===== src/rtl/bp_nonsynth_cfg_responder_pkg.sv =====
// Shared types and constants for the config-space responder: memory message
// layout, local address map and the size-to-mask helper.
package bp_nonsynth_cfg_responder_pkg;

  localparam int paddr_width_p    = 40;
  localparam int cce_id_width_p   = 4;
  localparam int lce_id_width_p   = 4;
  localparam int dword_width_p    = 64;
  localparam int dev_width_p      = 4;
  localparam int dev_addr_width_p = 20;
  localparam int nonlocal_width_p = paddr_width_p - cce_id_width_p - dev_width_p - dev_addr_width_p;

  // Config device id and register map inside that device
  localparam logic [dev_width_p-1:0]      cfg_dev_gp           = 4'd2;
  localparam logic [dev_addr_width_p-1:0] bp_cfg_reg_freeze_gp = 20'h00008;
  // Scratch window starts right after the freeze register
  localparam logic [dev_addr_width_p-1:0] cfg_scratch_base_gp  = bp_cfg_reg_freeze_gp + 20'd1;

  typedef enum logic [2:0] {
    e_cce_mem_rd       = 3'd0,
    e_cce_mem_wr       = 3'd1,
    e_cce_mem_uc_rd    = 3'd2,
    e_cce_mem_wb       = 3'd3,
    e_cce_mem_pre      = 3'd4,
    e_cce_mem_uc_wr    = 3'd5,
    e_cce_mem_amo_swap = 3'd6,
    e_cce_mem_amo_add  = 3'd7
  } bp_cce_mem_cmd_type_e;

  typedef enum logic [2:0] {
    e_mem_size_1   = 3'd0,
    e_mem_size_2   = 3'd1,
    e_mem_size_4   = 3'd2,
    e_mem_size_8   = 3'd3,
    e_mem_size_16  = 3'd4,
    e_mem_size_32  = 3'd5,
    e_mem_size_64  = 3'd6,
    e_mem_size_128 = 3'd7
  } bp_mem_msg_size_e;

  typedef struct packed {
    logic [nonlocal_width_p-1:0] nonlocal;
    logic [cce_id_width_p-1:0]   cce;
    logic [dev_width_p-1:0]      dev;
    logic [dev_addr_width_p-1:0] addr;
  } bp_local_addr_s;

  typedef struct packed {
    logic [lce_id_width_p-1:0] lce_id;
    logic [2:0]                way_id;
  } bp_cce_mem_payload_s;

  typedef struct packed {
    bp_cce_mem_cmd_type_e     msg_type;
    logic [paddr_width_p-1:0] addr;
    bp_mem_msg_size_e         size;
    bp_cce_mem_payload_s      payload;
  } bp_cce_mem_msg_header_s;

  typedef struct packed {
    bp_cce_mem_msg_header_s   header;
    logic [dword_width_p-1:0] data;
  } bp_cce_mem_msg_s;

  localparam int cce_mem_msg_width_lp = $bits(bp_cce_mem_msg_s);

  // Keeps the low bytes named by the message size; anything wider than a
  // dword keeps the full dword.
  function automatic logic [dword_width_p-1:0] size_mask(input bp_mem_msg_size_e size);
    case (size)
      e_mem_size_1: size_mask = 64'h0000_0000_0000_00FF;
      e_mem_size_2: size_mask = 64'h0000_0000_0000_FFFF;
      e_mem_size_4: size_mask = 64'h0000_0000_FFFF_FFFF;
      default:      size_mask = 64'hFFFF_FFFF_FFFF_FFFF;
    endcase
  endfunction

endpackage


===== src/rtl/bp_nonsynth_cfg_responder_if.sv =====
// I/O command/response link between the loader (master) and the config
// responder (slave).
interface bp_nonsynth_cfg_responder_if;
  import bp_nonsynth_cfg_responder_pkg::*;

  bp_cce_mem_msg_s io_cmd;
  logic            io_cmd_v;
  logic            io_cmd_yumi;
  bp_cce_mem_msg_s io_resp;
  logic            io_resp_v;
  logic            io_resp_ready;

  modport master (
    output io_cmd, io_cmd_v, io_resp_ready,
    input  io_cmd_yumi, io_resp, io_resp_v
  );

  modport slave (
    input  io_cmd, io_cmd_v, io_resp_ready,
    output io_cmd_yumi, io_resp, io_resp_v
  );

endinterface


===== src/rtl/bp_cfg_regfile.sv =====
// Freeze bit plus scratch register array; writes land on the clock edge,
// reads are combinational so a read right after a write sees the new value.
module bp_cfg_regfile
  import bp_nonsynth_cfg_responder_pkg::*;
#(
  parameter int num_regs_p     = 8,
  parameter bit freeze_reset_p = 1'b1,
  localparam int idx_width_lp  = $clog2(num_regs_p)
) (
  input  logic                     clk_i,
  input  logic                     reset_i,
  input  logic                     freeze_w_v_i,
  input  logic                     scratch_w_v_i,
  input  logic [idx_width_lp-1:0]  idx_i,
  input  logic [dword_width_p-1:0] wdata_i,
  input  logic                     freeze_sel_i,
  output logic [dword_width_p-1:0] rdata_o,
  output logic                     freeze_o
);

  logic                     freeze_r;
  logic [dword_width_p-1:0] scratch_r [num_regs_p];

  // Register state: reset to defaults, otherwise apply the sized write
  always_ff @(posedge clk_i) begin
    if (reset_i) begin
      freeze_r <= freeze_reset_p;
      for (int i = 0; i < num_regs_p; i++) begin
        scratch_r[i] <= 64'd0;
      end
    end else begin
      if (freeze_w_v_i) begin
        freeze_r <= wdata_i[0];
      end
      if (scratch_w_v_i) begin
        scratch_r[idx_i] <= wdata_i;
      end
    end
  end

  // Read mux: freeze appears as a zero-extended single bit
  always_comb begin
    rdata_o = 64'd0;
    if (freeze_sel_i) begin
      rdata_o = {63'd0, freeze_r};
    end else begin
      rdata_o = scratch_r[idx_i];
    end
  end

  assign freeze_o = freeze_r;

endmodule


===== src/rtl/bp_nonsynth_cfg_responder.sv =====
// Config-space endpoint on the I/O command channel: decodes uncached
// reads/writes to the local config device and returns one response per
// command through a single-entry response register.
module bp_nonsynth_cfg_responder
  import bp_nonsynth_cfg_responder_pkg::*;
#(
  parameter int num_regs_p     = 8,
  parameter bit freeze_reset_p = 1'b1
) (
  input  logic                      clk_i,
  input  logic                      reset_i,
  input  logic [cce_id_width_p-1:0] cce_id_i,
  bp_nonsynth_cfg_responder_if.slave cfg_link,
  output logic                      freeze_o,
  output logic                      err_o
);

  localparam int idx_width_lp = $clog2(num_regs_p);

  bp_cce_mem_msg_s             cmd_s;
  bp_local_addr_s              laddr_s;
  logic [dev_addr_width_p-1:0] offset_s;
  logic                        hit_s, freeze_sel_s, scratch_sel_s, mapped_s;
  logic                        is_rd_s, is_wr_s, bad_s, accept_s;
  logic [dword_width_p-1:0]    mask_s, wdata_s, rdata_s, resp_data_s;

  logic                        resp_v_r;
  bp_cce_mem_msg_s             resp_r;
  logic                        err_r;

  assign cmd_s   = cfg_link.io_cmd;
  assign laddr_s = cmd_s.header.addr;

  // Address decode; below-window addresses wrap to a large offset and miss
  assign hit_s         = (laddr_s.nonlocal == '0) & (laddr_s.cce == cce_id_i) & (laddr_s.dev == cfg_dev_gp);
  assign freeze_sel_s  = hit_s & (laddr_s.addr == bp_cfg_reg_freeze_gp);
  assign offset_s      = laddr_s.addr - cfg_scratch_base_gp;
  assign scratch_sel_s = hit_s & (offset_s < 20'(num_regs_p));
  assign mapped_s      = freeze_sel_s | scratch_sel_s;

  assign is_rd_s = (cmd_s.header.msg_type == e_cce_mem_uc_rd);
  assign is_wr_s = (cmd_s.header.msg_type == e_cce_mem_uc_wr);
  assign bad_s   = ~((is_rd_s | is_wr_s) & mapped_s);

  // Accept whenever the response slot is free or being drained this cycle
  assign accept_s = cfg_link.io_cmd_v & (~resp_v_r | cfg_link.io_resp_ready);

  assign mask_s  = size_mask(cmd_s.header.size);
  assign wdata_s = cmd_s.data & mask_s;

  bp_cfg_regfile #(
    .num_regs_p     (num_regs_p),
    .freeze_reset_p (freeze_reset_p)
  ) regfile (
    .clk_i         (clk_i),
    .reset_i       (reset_i),
    .freeze_w_v_i  (accept_s & is_wr_s & freeze_sel_s),
    .scratch_w_v_i (accept_s & is_wr_s & scratch_sel_s),
    .idx_i         (offset_s[idx_width_lp-1:0]),
    .wdata_i       (wdata_s),
    .freeze_sel_i  (freeze_sel_s),
    .rdata_o       (rdata_s),
    .freeze_o      (freeze_o)
  );

  // Response data: sized register value for mapped reads, zero otherwise
  always_comb begin
    resp_data_s = 64'd0;
    if (is_rd_s & mapped_s) begin
      resp_data_s = rdata_s & mask_s;
    end else begin
      resp_data_s = 64'd0;
    end
  end

  // Response-slot occupancy and sticky error flag
  always_ff @(posedge clk_i) begin
    if (reset_i) begin
      resp_v_r <= 1'b0;
      err_r    <= 1'b0;
    end else begin
      if (accept_s) begin
        resp_v_r <= 1'b1;
        err_r    <= err_r | bad_s;
      end else if (cfg_link.io_resp_ready) begin
        resp_v_r <= 1'b0;
      end
    end
  end

  // Response payload loads only on accept, so it holds while stalled
  always_ff @(posedge clk_i) begin
    if (accept_s) begin
      resp_r.header <= cmd_s.header;
      resp_r.data   <= resp_data_s;
    end
  end

  assign cfg_link.io_cmd_yumi = accept_s;
  assign cfg_link.io_resp     = resp_r;
  assign cfg_link.io_resp_v   = resp_v_r;
  assign err_o                = err_r;

endmodule

===== src/flat_wrapper.sv =====
// flat-port wrapper written by rule: the top's interface ports become plain ports
module bp_nonsynth_cfg_responder_flat import bp_nonsynth_cfg_responder_pkg::*;
#(
  parameter int num_regs_p     = 8,
  parameter bit freeze_reset_p = 1'b1
)
  (clk_i, reset_i, cce_id_i, freeze_o, err_o, cfg_link_io_cmd, cfg_link_io_cmd_v, cfg_link_io_resp_ready, cfg_link_io_cmd_yumi, cfg_link_io_resp, cfg_link_io_resp_v);
  bp_nonsynth_cfg_responder_if cfg_link_i ();
  input  logic clk_i;
  input  logic reset_i;
  input  logic [cce_id_width_p-1:0] cce_id_i;
  output logic freeze_o;
  output logic err_o;
  input wire logic [$bits(cfg_link_i.io_cmd)-1:0] cfg_link_io_cmd;
  input wire logic [$bits(cfg_link_i.io_cmd_v)-1:0] cfg_link_io_cmd_v;
  input wire logic [$bits(cfg_link_i.io_resp_ready)-1:0] cfg_link_io_resp_ready;
  output wire logic [$bits(cfg_link_i.io_cmd_yumi)-1:0] cfg_link_io_cmd_yumi;
  output wire logic [$bits(cfg_link_i.io_resp)-1:0] cfg_link_io_resp;
  output wire logic [$bits(cfg_link_i.io_resp_v)-1:0] cfg_link_io_resp_v;
  assign cfg_link_i.io_cmd = cfg_link_io_cmd;
  assign cfg_link_i.io_cmd_v = cfg_link_io_cmd_v;
  assign cfg_link_i.io_resp_ready = cfg_link_io_resp_ready;
  assign cfg_link_io_cmd_yumi = cfg_link_i.io_cmd_yumi;
  assign cfg_link_io_resp = cfg_link_i.io_resp;
  assign cfg_link_io_resp_v = cfg_link_i.io_resp_v;
  bp_nonsynth_cfg_responder #(.num_regs_p(num_regs_p), .freeze_reset_p(freeze_reset_p)) u_core (.clk_i(clk_i), .reset_i(reset_i), .cce_id_i(cce_id_i), .cfg_link(cfg_link_i), .freeze_o(freeze_o), .err_o(err_o));
endmodule

===== config.mk =====
export PLATFORM = sky130hd
export DESIGN_NAME = bp_nonsynth_cfg_responder_flat
export DESIGN_NICKNAME = d
export VERILOG_FILES = /design/src/rtl/bp_nonsynth_cfg_responder_pkg.sv /design/src/rtl/bp_nonsynth_cfg_responder_if.sv /design/src/rtl/bp_cfg_regfile.sv /design/src/rtl/bp_nonsynth_cfg_responder.sv /design/src/flat_wrapper.sv
export SDC_FILE = /design/constraint.sdc
export NUM_CORES = 1
export LEC_CHECK = 0
export BUFFER_PORTS_ARGS = -buffer_cell sky130_fd_sc_hd__buf_2
export CAP_MARGIN = 20
export CELL_PAD_IN_SITES_DETAIL_PLACEMENT = 1
export CELL_PAD_IN_SITES_GLOBAL_PLACEMENT = 1
export CORE_MARGIN = 2
export CORE_UTILIZATION = 39
export CTS_CLUSTER_DIAMETER = 120
export DETAILED_ROUTE_END_ITERATION = 10
export HOLD_SLACK_MARGIN = 0.15
export PLACE_DENSITY = 0.61
export SLEW_MARGIN = 20
export SYNTH_ARGS = -nofsm -noshare
export SYNTH_HDL_FRONTEND = slang
export SYNTH_HIERARCHICAL = 1
export SYNTH_SLANG_ARGS = --single-unit

===== constraint.sdc =====
create_clock -name clk_i -period 20.1 [get_ports clk_i]
set_input_delay 1.005 -clock clk_i [delete_from_list [all_inputs] [get_ports clk_i]]
set_output_delay 1.005 -clock clk_i [all_outputs]
set_load 0.02 [all_outputs]

==> results of run 1 <==
## layout by cell type, fill, tap and decap left out, types with 24 or more instances in the layout
cell                        Yosys  final
sky130_fd_sc_hd__nor3b_2       60     60
sky130_fd_sc_hd__and2_1       514    512
sky130_fd_sc_hd__a21oi_1       64     63
sky130_fd_sc_hd__nand2_1       25     25
sky130_fd_sc_hd__buf_2         34    245
sky130_fd_sc_hd__buf_4         10     33
sky130_fd_sc_hd__a221oi_2      30     30
sky130_fd_sc_hd__clkbuf_1      95     24
sky130_fd_sc_hd__nor2_1        53     52
sky130_fd_sc_hd__mux2i_1       56     56
sky130_fd_sc_hd__edfxtp_1     629    629
sky130_fd_sc_hd__clkbuf_16      0     76
sky130_fd_sc_hd__nor2b_1       62     58
sky130_fd_sc_hd__a22oi_1       45     45
sky130_fd_sc_hd__a221oi_1      98     98
sky130_fd_sc_hd__o21ba_1       41     41
## where the power goes
part           leakage [nW]  switching (W)  internal [W]
logic                  4.60       0.000199     0.0000946
clock network          1.04       0.000518      0.000690
registers              6.37      0.0000158       0.00150
total                  12.0       0.000733       0.00228
## final cells by class
type	instances	area share
diodes	1	0.0000759
clock buffers	100	0.0604
clock inverters	29	0.00417
inverters	9	0.00125
multi-input cells	1228	0.276
flip-flops and latches	632	0.575
well taps	959	0.0364
repair buffers	282	0.0468
## metrics by stage
stage / setup WS, ns / utilization / power (W)
after floorplan: 11.79 / - / 0.00173
after global placement: 13.74 / 0.423 / 0.00183
after detailed placement: 13.60 / 0.423 / 0.00184
after CTS: 14.20 / 0.453 / 0.00306
after global routing: 13.83 / 0.453 / 0.00312
final: 14.24 / 0.453 / 0.00302
## cell families after synthesis
family,Yosys count
flops,632
fa+ha+maj,1
simple gates,790
xor+xnor,6
mux,65
buf+inv,166
compound gates,366
## state kept, by name, summed over array words and instances, names as in the netlist
register and cells:
u_core/cfg_link.io_resp_v 1, u_core/regfile/scratch_r 512, u_core/regfile/freeze_o 1, u_core/err_o 1, u_core/cfg_link.io_resp 117
## routing by layer
metal	vias to the layer above	share of wire	wire length (µm)	global-route usage
met4	0	0.024	2060	0.0717
li1	7980	-	-	-
met2	422	0.51	43800	0.403
met1	9358	0.42	35900	0.290
met5	-	0	0	0
met3	123	0.043	3690	0.0290
## cells in the mapped netlist, drive strengths merged, types with 42 or more instances
cell    count
o21ba      42
a221oi    128
mux2i      56
nor2b      62
a22oi      45
a21oi      64
clkbuf     96
nor3b      65
buf        61
and2      514
nor2       62
edfxtp    629
## tightest hold or removal path, delay by kind of cell (launching register included)
kind | cells | cell delay (ns)
AO/OA/AOI/OAI | 1 | 0.07
AND/OR/NAND/NOR | 1 | 0.09
flip-flops | 1 | 0.30
## path summary, 6_finish.rpt
kind	from	to	slack [ns]	cells past startpoint
min reg2reg	u_core/cfg_link.io_resp_v	u_core/cfg_link.io_resp_v	0.52	2
min	u_core/cfg_link.io_resp_v	u_core/cfg_link.io_resp_v	0.52	2
max reg2reg	u_core/cfg_link.io_resp_v	u_core/regfile/scratch_r[0][35]	16.42	6
max	cfg_link_io_cmd[74]	u_core/regfile/scratch_r[0][35]	14.24	13
==> impl_summary.txt, run 1 <==
----------------------------------------------------
[Worst setup path]
  Crit path launch type ... primary input
  CP delay by family, top ... compound AO/OA/AOI/OAI gates
  WS Path Type ... primary input to register
  Endpoint class of the critical path ... register
  Critical path required time ... 20.32 ns
  Delay of the slowest cell on the worst path ... 0.95 ns
  Buf+Inv Stages, Crit Path ... 4
  Largest fanout of any net on the critical path ... 55
  Endpoint arrival time on the critical path ... 6.08 ns
  CP max-delay cell ... sky130_fd_sc_hd__o21ai_4
  Critical path, cell by cell ... buf_2 -> inv_2 -> buf_4 -> ha_1 -> nand2b_1 -> a211oi_1 -> a21oi_1 -> o21ai_0 -> nand4_1 -> nor3_1 -> nand3_2 -> o21ai_4 -> buf_4
  Cell seen most often among critical-path stages ... sky130_fd_sc_hd__buf_4

[Routing]
  Total DRC errors in the routed layout ... 0
  Routed length per placed instance ... 26.4 µm
  DRC marker count from the first detailed-route iteration ... 1,227
  Via density ... 5.52
  Number of optimization iterations in the first detailed-route pass ... 5
  DRT Wirelength ... 85,400 µm
  Total vias in the final route ... 17,900
  Post-route antenna net violation count ... 0

[Synth]
  Portion of synthesized cell area occupied by the leading cell type ... 0.659
  Proportion of synthesized area in mux cells ... 0.0239
  Compound-Gate Fraction of Synth Area ... 0.104
  FFs w/ async S/R, synth ... 0
  Netlist area before placement ... 0.0287 mm²
  Gate count after technology mapping ... 2,026
  Simple-gate portion of the synthesized area ... 0.181
  Post-synth EDFFs ... 629
  Ys flop type ... sky130_fd_sc_hd__edfxtp_1
  FF+latch count, synth ... 632
  Post-synth top area cell ... sky130_fd_sc_hd__edfxtp_1
  Post-synthesis area per instance ... 14.1 µm²
  Yosys synthesis warning count ... 6
  Portion of the post-synthesis area used by sequential elements ... 0.661
  Fraction of the mapped netlist area in adder cells ... 0.000436
  XOR/XNOR share of the synthesized area ... 0.00183
  Cell variety after synth ... 66
  Main area contributors after synthesis ... sky130_fd_sc_hd__edfxtp_1 66%, sky130_fd_sc_hd__and2_1 11%, sky130_fd_sc_hd__a221oi_1 3.0%, sky130_fd_sc_hd__nor3b_2 2.6%, sky130_fd_sc_hd__mux2i_1 2.0%
  Combinational family with the most area after synthesis ... simple AND/OR/NAND/NOR gates
  Net count after synthesis ... 2,152

[Layout]
  Post-route standard cell area excluding fillers ... 0.0330 mm²
  Nets@finish ... 2,351
  Filler cell count in the final layout ... 7,387
  Multi-input combinational cell area ... 0.00910 mm²
  Signed area change from the synthesized netlist to the final layout ... 15.0%
  Final std cells w/o fill ... 3,240
  Sequential standard cell area ... 0.0189 mm²
  Fraction of final layout cells sized beyond drive strength 1 ... 0.225

[Die]
  FP Rows ... 99
  Effective utilization at floorplan ... 0.394
  Total core area ... 0.0728 mm²
  Horizontal die dimension ... 275 µm
  Die height ... 275 µm
  Die footprint ... 0.0757 mm²
  I/O pin cnt ... 246

[Global route]
  Initial antenna violation count ... 2
  Overall global routing resource usage ... 0.228
  Via count of the first global-routing pass ... 19,400
  Maximum number of pins on one net before global-route repair ... 127
  GRT overflow ... 0
  Wire length of the first global-routing pass ... 127,000 µm

[Clocking]
  Number of hold-repair buffers added at the cts stage ... 0
  Maximum clock insertion buffer count ... 3
  # resized after CTS ... 0
  H-Tree Depth ... 3
  Clock latency reported for the late side of the worst-skew pair ... 0.61 ns
  Total setup buffers inserted after CTS ... 0
  Clock tree sinks ... 632
  Post-CTS clock slew at the launch and capture registers of the worst setup and hold paths ... 0.06 ns
  TritonCTS clock tree ... built
  Clock root buffer master ... sky130_fd_sc_hd__clkbuf_16
  Total CTS buffers ... 72

[Pwr]
  Power Density ... 91.5 mW/mm²
  Peak supply drop ... 0.0000505 V
  Static power due to leakage ... 12.0 nW

[Run]
  Number of max-cap violations ... 0

[STA]
  Setup TNS after final layout ... 0 ns
  Minimum clock period after layout ... 5.86 ns
  Highest attainable clock frequency ... 171 MHz
  Final clock skew ... 0.0275 ns
  Worst-case headroom to the max-slew limit ... 0.224
  Final Max Tran Viols ... 0
  Measured slew at the worst slew-check pin ... 1.16 ns
  Unrepaired setup endpoints after global routing ... false
  Number of failing setup endpoints in the final timing report ... 0
  Count of final hold-check violations ... 0
  Part of the cycle the worst path needs ... 0.292
  Worst Hold Slack ... 0.515 ns

[Status]
  Outcome ... finished, final reports clean

[Placement]
  Placed insts ... 3,110
  Quantity of I/O buffers inserted on ports ... 245
  Placed wire-length estimate after detailed placement ... 47,400 µm
  Routability cong. ... 0.807
  Post-DP Area ... 0.0308 mm²

[Hold path]
  Path type of the worst min-delay path ... register to register

----------------------------------------------------
No activity file was read; power rests on OpenSTA's default activity.
==> run 2: changes to the inputs <==
--- a/config.mk
+++ b/config.mk
@@ -5,6 +5,7 @@
 export SDC_FILE = /design/constraint.sdc
 export NUM_CORES = 1
 export LEC_CHECK = 0
+export ABC_AREA = 1
 export BUFFER_PORTS_ARGS = -buffer_cell sky130_fd_sc_hd__buf_2
 export CAP_MARGIN = 20
 export CELL_PAD_IN_SITES_DETAIL_PLACEMENT = 1
@@ -14,7 +15,7 @@
 export CTS_CLUSTER_DIAMETER = 120
 export DETAILED_ROUTE_END_ITERATION = 10
 export HOLD_SLACK_MARGIN = 0.15
-export PLACE_DENSITY = 0.61
+export PLACE_DENSITY = 0.65
 export SLEW_MARGIN = 20
 export SYNTH_ARGS = -nofsm -noshare
 export SYNTH_HDL_FRONTEND = slang
==> constraint.sdc (replaced) <==
create_clock -name clk_i -period 5.45 [get_ports clk_i]
set_input_delay 0.2725 -clock clk_i [delete_from_list [all_inputs] [get_ports clk_i]]
set_output_delay 0.2725 -clock clk_i [all_outputs]
set_load 0.02 [all_outputs]
==> impl_summary.txt, run 2 <==
----------------------------------------------------
[Synth]
  Main area contributors after synthesis ... sky130_fd_sc_hd__edfxtp_1 64%, sky130_fd_sc_hd__nand2_1 18%, sky130_fd_sc_hd__nor2_1 7.8%, sky130_fd_sc_hd__inv_1 2.4%, sky130_fd_sc_hd__buf_2 1.6%
  FFs w/ async S/R, synth ... 0
  Portion of the post-synthesis area used by sequential elements ... 0.646
  Ys flop type ... sky130_fd_sc_hd__edfxtp_1
  Yosys synthesis warning count ... 6
  Gate count after technology mapping ... 3,188
  Cell variety after synth ... 32
  Post-synth top area cell ... sky130_fd_sc_hd__edfxtp_1
  FF+latch count, synth ... 632
  Netlist area before placement ... 0.0293 mm²
  Net count after synthesis ... 3,314
  Most instantiated cells after synthesis ... 1,393 x sky130_fd_sc_hd__nand2_1, 629 x sky130_fd_sc_hd__edfxtp_1, 610 x sky130_fd_sc_hd__nor2_1
  Portion of synthesized cell area occupied by the leading cell type ... 0.644
  Post-synthesis area per instance ... 9.20 µm²
  Most instantiated library cell after synthesis ... sky130_fd_sc_hd__nand2_1
  Post-synth EDFFs ... 629

[Hold path]
  Hold Path Cell Cnt ... 5
  End of the worst hold path ... u_core/regfile/scratch_r[5][35]
  Hold path start ... cfg_link_io_cmd[35]
  Path type of the worst min-delay path ... primary input to register

[Layout]
  Nets@finish ... 3,569
  Post-layout utilization of the core ... 0.461
  Count of antenna diodes in the layout ... 0
  Signed area change from the synthesized netlist to the final layout ... 17.1%
  Final std cells w/o fill ... 4,467
  Largest register FFs ... 512
  Most common cell after layout, fill and taps aside ... sky130_fd_sc_hd__nand2_1
  Highest-count cells in the layout ignoring fill and taps ... 1,384 x sky130_fd_sc_hd__nand2_1, 629 x sky130_fd_sc_hd__edfxtp_1, 610 x sky130_fd_sc_hd__nor2_1
  Biggest register ... u_core/regfile/scratch_r
  Post-route standard cell area excluding fillers ... 0.0343 mm²
  Fraction of final layout cells sized beyond drive strength 1 ... 0.137

[STA]
  Part of the cycle the worst path needs ... 0.700
  Final clock skew ... 0.0131 ns
  Count of final hold-check violations ... 0
  Final Max Tran Viols ... 0
  Unrepaired setup endpoints after global routing ... false
  Worst Hold Slack ... 0.229 ns
  Highest attainable clock frequency ... 262 MHz
  Measured slew at the worst slew-check pin ... 1.07 ns
  Minimum clock period after layout ... 3.82 ns
  Number of failing setup endpoints in the final timing report ... 0
  Worst-case headroom to the max-slew limit ... 0.287

[Clocking]
  Clock latency reported for the late side of the worst-skew pair ... 0.60 ns
  TritonCTS clock tree ... built
  Clock root buffer master ... sky130_fd_sc_hd__clkbuf_16
  Clock tree sinks ... 632
  Total CTS buffers ... 72
  H-Tree Depth ... 3
  Maximum clock insertion buffer count ... 3
  Post-CTS clock slew at the launch and capture registers of the worst setup and hold paths ... 0.06 ns
  Total setup buffers inserted after CTS ... 0

[Worst setup path]
  Largest fanout of any net on the critical path ... 62
  CP delay by family, top ... buffers and inverters
  Endpoint class of the critical path ... register
  Delay of the slowest cell on the worst path ... 0.54 ns
  Critical path, cell by cell ... dlygate4sd3_1 -> buf_2 -> inv_8 -> ha_1 -> nand2_1 -> nand2_1 -> o21ai_0 -> nor2_1 -> nand2_1 -> nor2_1 -> nand2_1 -> nor2_1 -> nand2_1 -> nor2_1 -> inv_1 -> nor2_2 -> buf_4 -> nand4_1 -> nand2_4 -> buf_12
  Number of gates on the worst path with buffers counted ... 20
  Worst r2r path cells ... 9
  Cell seen most often among critical-path stages ... sky130_fd_sc_hd__nand2_1
  CP max-delay cell ... sky130_fd_sc_hd__dlygate4sd3_1
  Critical path required time ... 5.72 ns
  Capture point of the worst reg-to-reg path ... u_core/regfile/scratch_r[6][56]
  WS Path Type ... primary input to register
  Endpoint arrival time on the critical path ... 4.08 ns
  Crit Reg-Reg Startpoint ... u_core/cfg_link.io_resp_v
  Buf+Inv Stages, Crit Path ... 6
  R2R setup slack ... 3.00 ns
  Crit path launch type ... primary input

[Placement]
  Post-DP Area ... 0.0314 mm²
  Placed wire-length estimate after detailed placement ... 49,400 µm
  Placed insts ... 4,271
  Quantity of I/O buffers inserted on ports ... 245
  Routability cong. ... 0.794

[Die]
  Die footprint ... 0.0774 mm²
  Effective utilization at floorplan ... 0.394
  Horizontal die dimension ... 278 µm
  FP Rows ... 100
  Total core area ... 0.0744 mm²
  Die height ... 278 µm
  I/O pin cnt ... 246

[Routing]
  Via density ... 4.98
  DRT Wirelength ... 87,500 µm
  DRC marker count from the first detailed-route iteration ... 1,361
  Total vias in the final route ... 22,300
  Post-route antenna net violation count ... 0
  Routed length per placed instance ... 19.6 µm
  Total DRC errors in the routed layout ... 0
  Number of optimization iterations in the first detailed-route pass ... 5

[Pwr]
  Peak supply drop ... 0.000194 V
  Static power due to leakage ... 15.1 nW
  Total power after layout ... 0.0113 W
  Power Density ... 329 mW/mm²

[Global route]
  Overall global routing resource usage ... 0.227
  GRT overflow ... 0
  Maximum number of pins on one net before global-route repair ... 125
  Via count of the first global-routing pass ... 23,600
  Initial antenna violation count ... 0
  Wire length of the first global-routing pass ... 136,000 µm

[Run]
  Number of max-cap violations ... 0

[Status]
  Outcome ... finished, final reports clean

----------------------------------------------------
-- run 2: cell count changes in the layout (fill, tap and decap cells not counted), sizes merged, moves of 62 or more --
| cell | before | now |
|---|---|---|
| and2 | 514 | 0 |
| nor2 | 62 | 677 |
| dlygate4sd3 | 0 | 66 |
| nor2b | 62 | 0 |
| a221oi | 128 | 0 |
| nand2 | 25 | 1394 |
| nor3b | 65 | 1 |
| inv | 10 | 194 |
-- run 2: what timing repair did --
item                      in CTS  in global routing
hold buffers                  66                  0
resized for setup              0                  0
hold endpoints to repair     104                  0
-- run 2: tightest hold or removal path, delay by kind of cell --
kind	cells	cell delay (ns)
AND/OR/NAND/NOR	2	0.20
buffers and inverters	3	0.23
-- run 2: worst max-delay path by stage --
stage	start	endpoint	slack (ns)
final	cfg_link_io_cmd[74]	u_core/regfile/scratch_r[6][56]	1.63
after global routing	cfg_link_io_cmd[74]	u_core/regfile/scratch_r[6][46]	1.29
after CTS	cfg_link_io_cmd[74]	u_core/regfile/scratch_r[6][0]	1.60
after detailed placement	cfg_link_io_cmd[74]	u_core/regfile/scratch_r[6][50]	1.52
after global placement	cfg_link_io_cmd[74]	u_core/regfile/scratch_r[6][50]	1.60
after floorplan	u_core/cfg_link.io_resp_v	u_core/regfile/scratch_r[4][0]	-0.01
-- run 2: final cells by class --
cell class | count | area, µm²
sequential | 632 | 18900
timing repair buffer | 355 | 2360
multi-input combinational | 2190 | 8790
clock buffer | 90 | 1980
clock inverter | 39 | 310
tap | 969 | 1210
fill | 8563 | 40100
inverter | 192 | 741
-- run 2: kinds of logic (layout without fill, tap and decap cells) --
family	count (synthesis)	count (layout)	share of synthesized area
and+or+nand+nor	2110	2110	0.279
DFF	632	632	0.646
buffers and inverters	366	676	0.0596
AOI/OAI and AO/OA	75	75	0.0131
xor gates and xnor gates	4	4	0.00120
adders and majority gates	1	1	0.000427
-- run 2: through the flow --
| step | setup TNS (ns) | setup slack (ns) |
|---|---|---|
| after floorplan | -3.48 | -0.0139 |
| after global placement | 0 | 1.60 |
| after detailed placement | 0 | 1.52 |
| after CTS | 0 | 1.60 |
| after global routing | 0 | 1.29 |
| final | 0 | 1.63 |
-- run 2: power by group --
| part | internal (W) | total [W] | switching [W] |
|---|---|---|---|
| Clock | 0.00280 | 0.00476 | 0.00196 |
| Combinational | 0.000266 | 0.00103 | 0.000767 |
| Sequential | 0.00548 | 0.00552 | 0.0000401 |
| Total | 0.00855 | 0.0113 | 0.00277 |
-- run 2: routing by layer --
layer | GRT usage | up-vias | share of wire
met5 | 0 | - | 0
met4 | 0.0678 | 0 | 0.024
met3 | 0.0275 | 120 | 0.043
met2 | 0.398 | 484 | 0.49
met1 | 0.294 | 11100 | 0.44
li1 | - | 10600 | -
==> run 3: changes to the inputs <==
--- a/config.mk
+++ b/config.mk
@@ -15,7 +15,7 @@
 export CTS_CLUSTER_DIAMETER = 120
 export DETAILED_ROUTE_END_ITERATION = 10
 export HOLD_SLACK_MARGIN = 0.15
-export PLACE_DENSITY = 0.65
+export PLACE_DENSITY = 0.68
 export SLEW_MARGIN = 20
 export SYNTH_ARGS = -nofsm -noshare
 export SYNTH_HDL_FRONTEND = slang
==> constraint.sdc (replaced) <==
create_clock -name clk_i -period 3.5 [get_ports clk_i]
set_input_delay 0.175 -clock clk_i [delete_from_list [all_inputs] [get_ports clk_i]]
set_output_delay 0.175 -clock clk_i [all_outputs]
set_load 0.02 [all_outputs]
==> impl_summary.txt, run 3 (synthesis gave the netlist of run 2 again) <==
----------------------------------------------------
[Status]
  Outcome ... finished, final reports clean

[Global route]
  Maximum number of pins on one net before global-route repair ... 162
  Met3 layer usage reported by global route ... 0.0306
  Met2 routing resource usage after global routing ... 0.407
  Via count of the first global-routing pass ... 24,100
  Most utilized layer in the global route result ... met2
  GRT overflow ... 0
  Initial antenna violation count ... 0
  Overall global routing resource usage ... 0.227
  Wire length of the first global-routing pass ... 136,000 µm
  Met1 usage ... 0.285

[STA]
  Number of failing setup endpoints in the final timing report ... 0
  Worst-case headroom to the max-slew limit ... 0.179
  Highest attainable clock frequency ... 309 MHz
  Worst setup margin ... 0.262 ns
  Minimum clock period after layout ... 3.24 ns
  Final Max Tran Viols ... 0
  Part of the cycle the worst path needs ... 0.925
  Count of final hold-check violations ... 0
  Unrepaired setup endpoints after global routing ... false
  Final clock skew ... 0.0161 ns
  Measured slew at the worst slew-check pin ... 1.23 ns

[Clocking]
  Clock latency reported for the late side of the worst-skew pair ... 0.60 ns
  TritonCTS clock tree ... built
  Total CTS buffers ... 72
  Clock tree sinks ... 632
  Clock root buffer master ... sky130_fd_sc_hd__clkbuf_16
  H-Tree Depth ... 3
  Post-CTS clock slew at the launch and capture registers of the worst setup and hold paths ... 0.06 ns
  Maximum clock insertion buffer count ... 3
  # resized after CTS ... 0

[Die]
  Die footprint ... 0.0774 mm²
  Effective utilization at floorplan ... 0.394
  I/O pin cnt ... 246
  Die height ... 278 µm
  FP Rows ... 100
  Horizontal die dimension ... 278 µm
  Total core area ... 0.0744 mm²

[Placement]
  DP Worst Slack ... 0.0786 ns
  Quantity of I/O buffers inserted on ports ... 245
  Post-DP Area ... 0.0316 mm²
  Placed wire-length estimate after detailed placement ... 48,600 µm
  Routability cong. ... 0.813

[Hold path]
  Path type of the worst min-delay path ... primary input to register
  Hold path start ... cfg_link_io_cmd[35]

[Worst setup path]
  Capture point of the worst reg-to-reg path ... u_core/regfile/scratch_r[4][51]
  WS Path Type ... primary input to register
  Crit Reg-Reg Startpoint ... u_core/cfg_link.io_resp_v
  Worst r2r path cells ... 7
  Crit path launch type ... primary input
  Delay of the slowest cell on the worst path ... 0.56 ns
  Endpoint arrival time on the critical path ... 3.46 ns
  Largest fanout of any net on the critical path ... 64
  Crit path to ... u_core/regfile/scratch_r[4][51]
  Critical path, cell by cell ... dlygate4sd3_1 -> buf_2 -> inv_8 -> ha_1 -> nand2_1 -> nand2_1 -> nand3_1 -> nand2_1 -> nand2_1 -> nor2_1 -> nand2_1 -> nor2_1 -> nand2_1 -> nor2_1 -> inv_1 -> nor2_4 -> nand3_4 -> nand2_8
  Critical path required time ... 3.72 ns
  Endpoint class of the critical path ... register
  R2R setup slack ... 1.07 ns
  Cell seen most often among critical-path stages ... sky130_fd_sc_hd__nand2_1
  Launching instance or port of the critical path ... cfg_link_io_cmd[74]
  CP max-delay cell ... sky130_fd_sc_hd__nand2_8

[Routing]
  Total vias in the final route ... 22,400
  Via density ... 4.98
  Number of optimization iterations in the first detailed-route pass ... 5
  Post-route antenna net violation count ... 0
  Routed length per placed instance ... 19.5 µm
  DRC marker count from the first detailed-route iteration ... 1,386
  Total DRC errors in the routed layout ... 0
  DRT Wirelength ... 87,600 µm

[Layout]
  Fraction of final layout cells sized beyond drive strength 1 ... 0.140
  Highest-count cells in the layout ignoring fill and taps ... 1,384 x sky130_fd_sc_hd__nand2_1, 629 x sky130_fd_sc_hd__edfxtp_1, 609 x sky130_fd_sc_hd__nor2_1
  Signed area change from the synthesized netlist to the final layout ... 19.1%
  Nets@finish ... 3,601
  Post-route standard cell area excluding fillers ... 0.0349 mm²
  Biggest register ... u_core/regfile/scratch_r
  Largest register FFs ... 512
  Count of antenna diodes in the layout ... 0
  Most common cell after layout, fill and taps aside ... sky130_fd_sc_hd__nand2_1

[Pwr]
  Static power due to leakage ... 15.4 nW
  Peak supply drop ... 0.000276 V
  Total power after layout ... 0.0179 W
  Power Density ... 513 mW/mm²

[Run]
  Number of max-cap violations ... 0

----------------------------------------------------
run 3: changes by cell type in the layout (fill, tap and decap cells not counted), sizes merged:
cell	before	now
clkinv	29	28
clkinvlp	3	2
bufinv	5	8
clkbuf	90	91
dlygate4sd3	66	92
buf	289	295
run 3: layout make-up:
type | count | area [µm²]
timing repair buffer | 387 | 2780
clock inverter | 40 | 404
sequential | 632 | 19000
multi-input combinational | 2190 | 8870
fill | 8508 | 39500
inverter | 192 | 738
clock buffer | 91 | 1980
tap | 969 | 1210
run 3: where the power goes:
part | switching (W) | leakage (nW) | total (W) | internal [W]
logic | 0.00119 | 7.53 | 0.00163 | 0.000445
registers | 0.0000655 | 6.67 | 0.00860 | 0.00854
clock network | 0.00307 | 1.17 | 0.00767 | 0.00460
run 3: worst min-delay path by stage:
stage,endpoint,slack (ns),cells after the start
2_1_floorplan,u_core/cfg_link.io_resp_v,0.23,1
3_3_place_gp,u_core/cfg_link.io_resp[65],0.35,1
3_5_place_dp,u_core/cfg_link.io_resp[69],0.35,1
4_1_cts,u_core/regfile/scratch_r[4][45],0.15,5
5_1_grt,u_core/regfile/scratch_r[4][45],0.21,5
6_report,u_core/regfile/scratch_r[1][35],0.17,5
run 3: worst max-delay path: cells and delay by family:
| family | cells | cell delay [ns] |
|---|---|---|
| and+or+nand+nor | 13 | 2.16 |
| adders and majority gates | 1 | 0.23 |
| buffers and inverters | 4 | 0.84 |
run 3: timing repair:
item / in CTS / in global routing
buffers inserted: 0 / 2
endpoints found under the setup margin: 0 / 46
hold buffers: 92 / 0
endpoints found under the hold margin: 278 / 0
run 3: through the flow:
step | TNS, ns | hold slack [ns] | util | instances
2_1_floorplan | -454.07 | 0.234 | - | 3188
3_3_place_gp | 0 | 0.355 | 0.425 | 4276
3_5_place_dp | 0 | 0.353 | 0.425 | 4276
4_1_cts | 0 | 0.153 | 0.469 | 4499
5_1_grt | 0 | 0.206 | 0.469 | 4501
6_report | 0 | 0.166 | 0.469 | 4501
run 3: layer usage:
metal / wire [µm] / vias up
met3: 3690 / 136
met2: 44300 / 514
met4: 2070 / 0
met1: 37500 / 11100
met5: 0 / -
li1: - / 10600
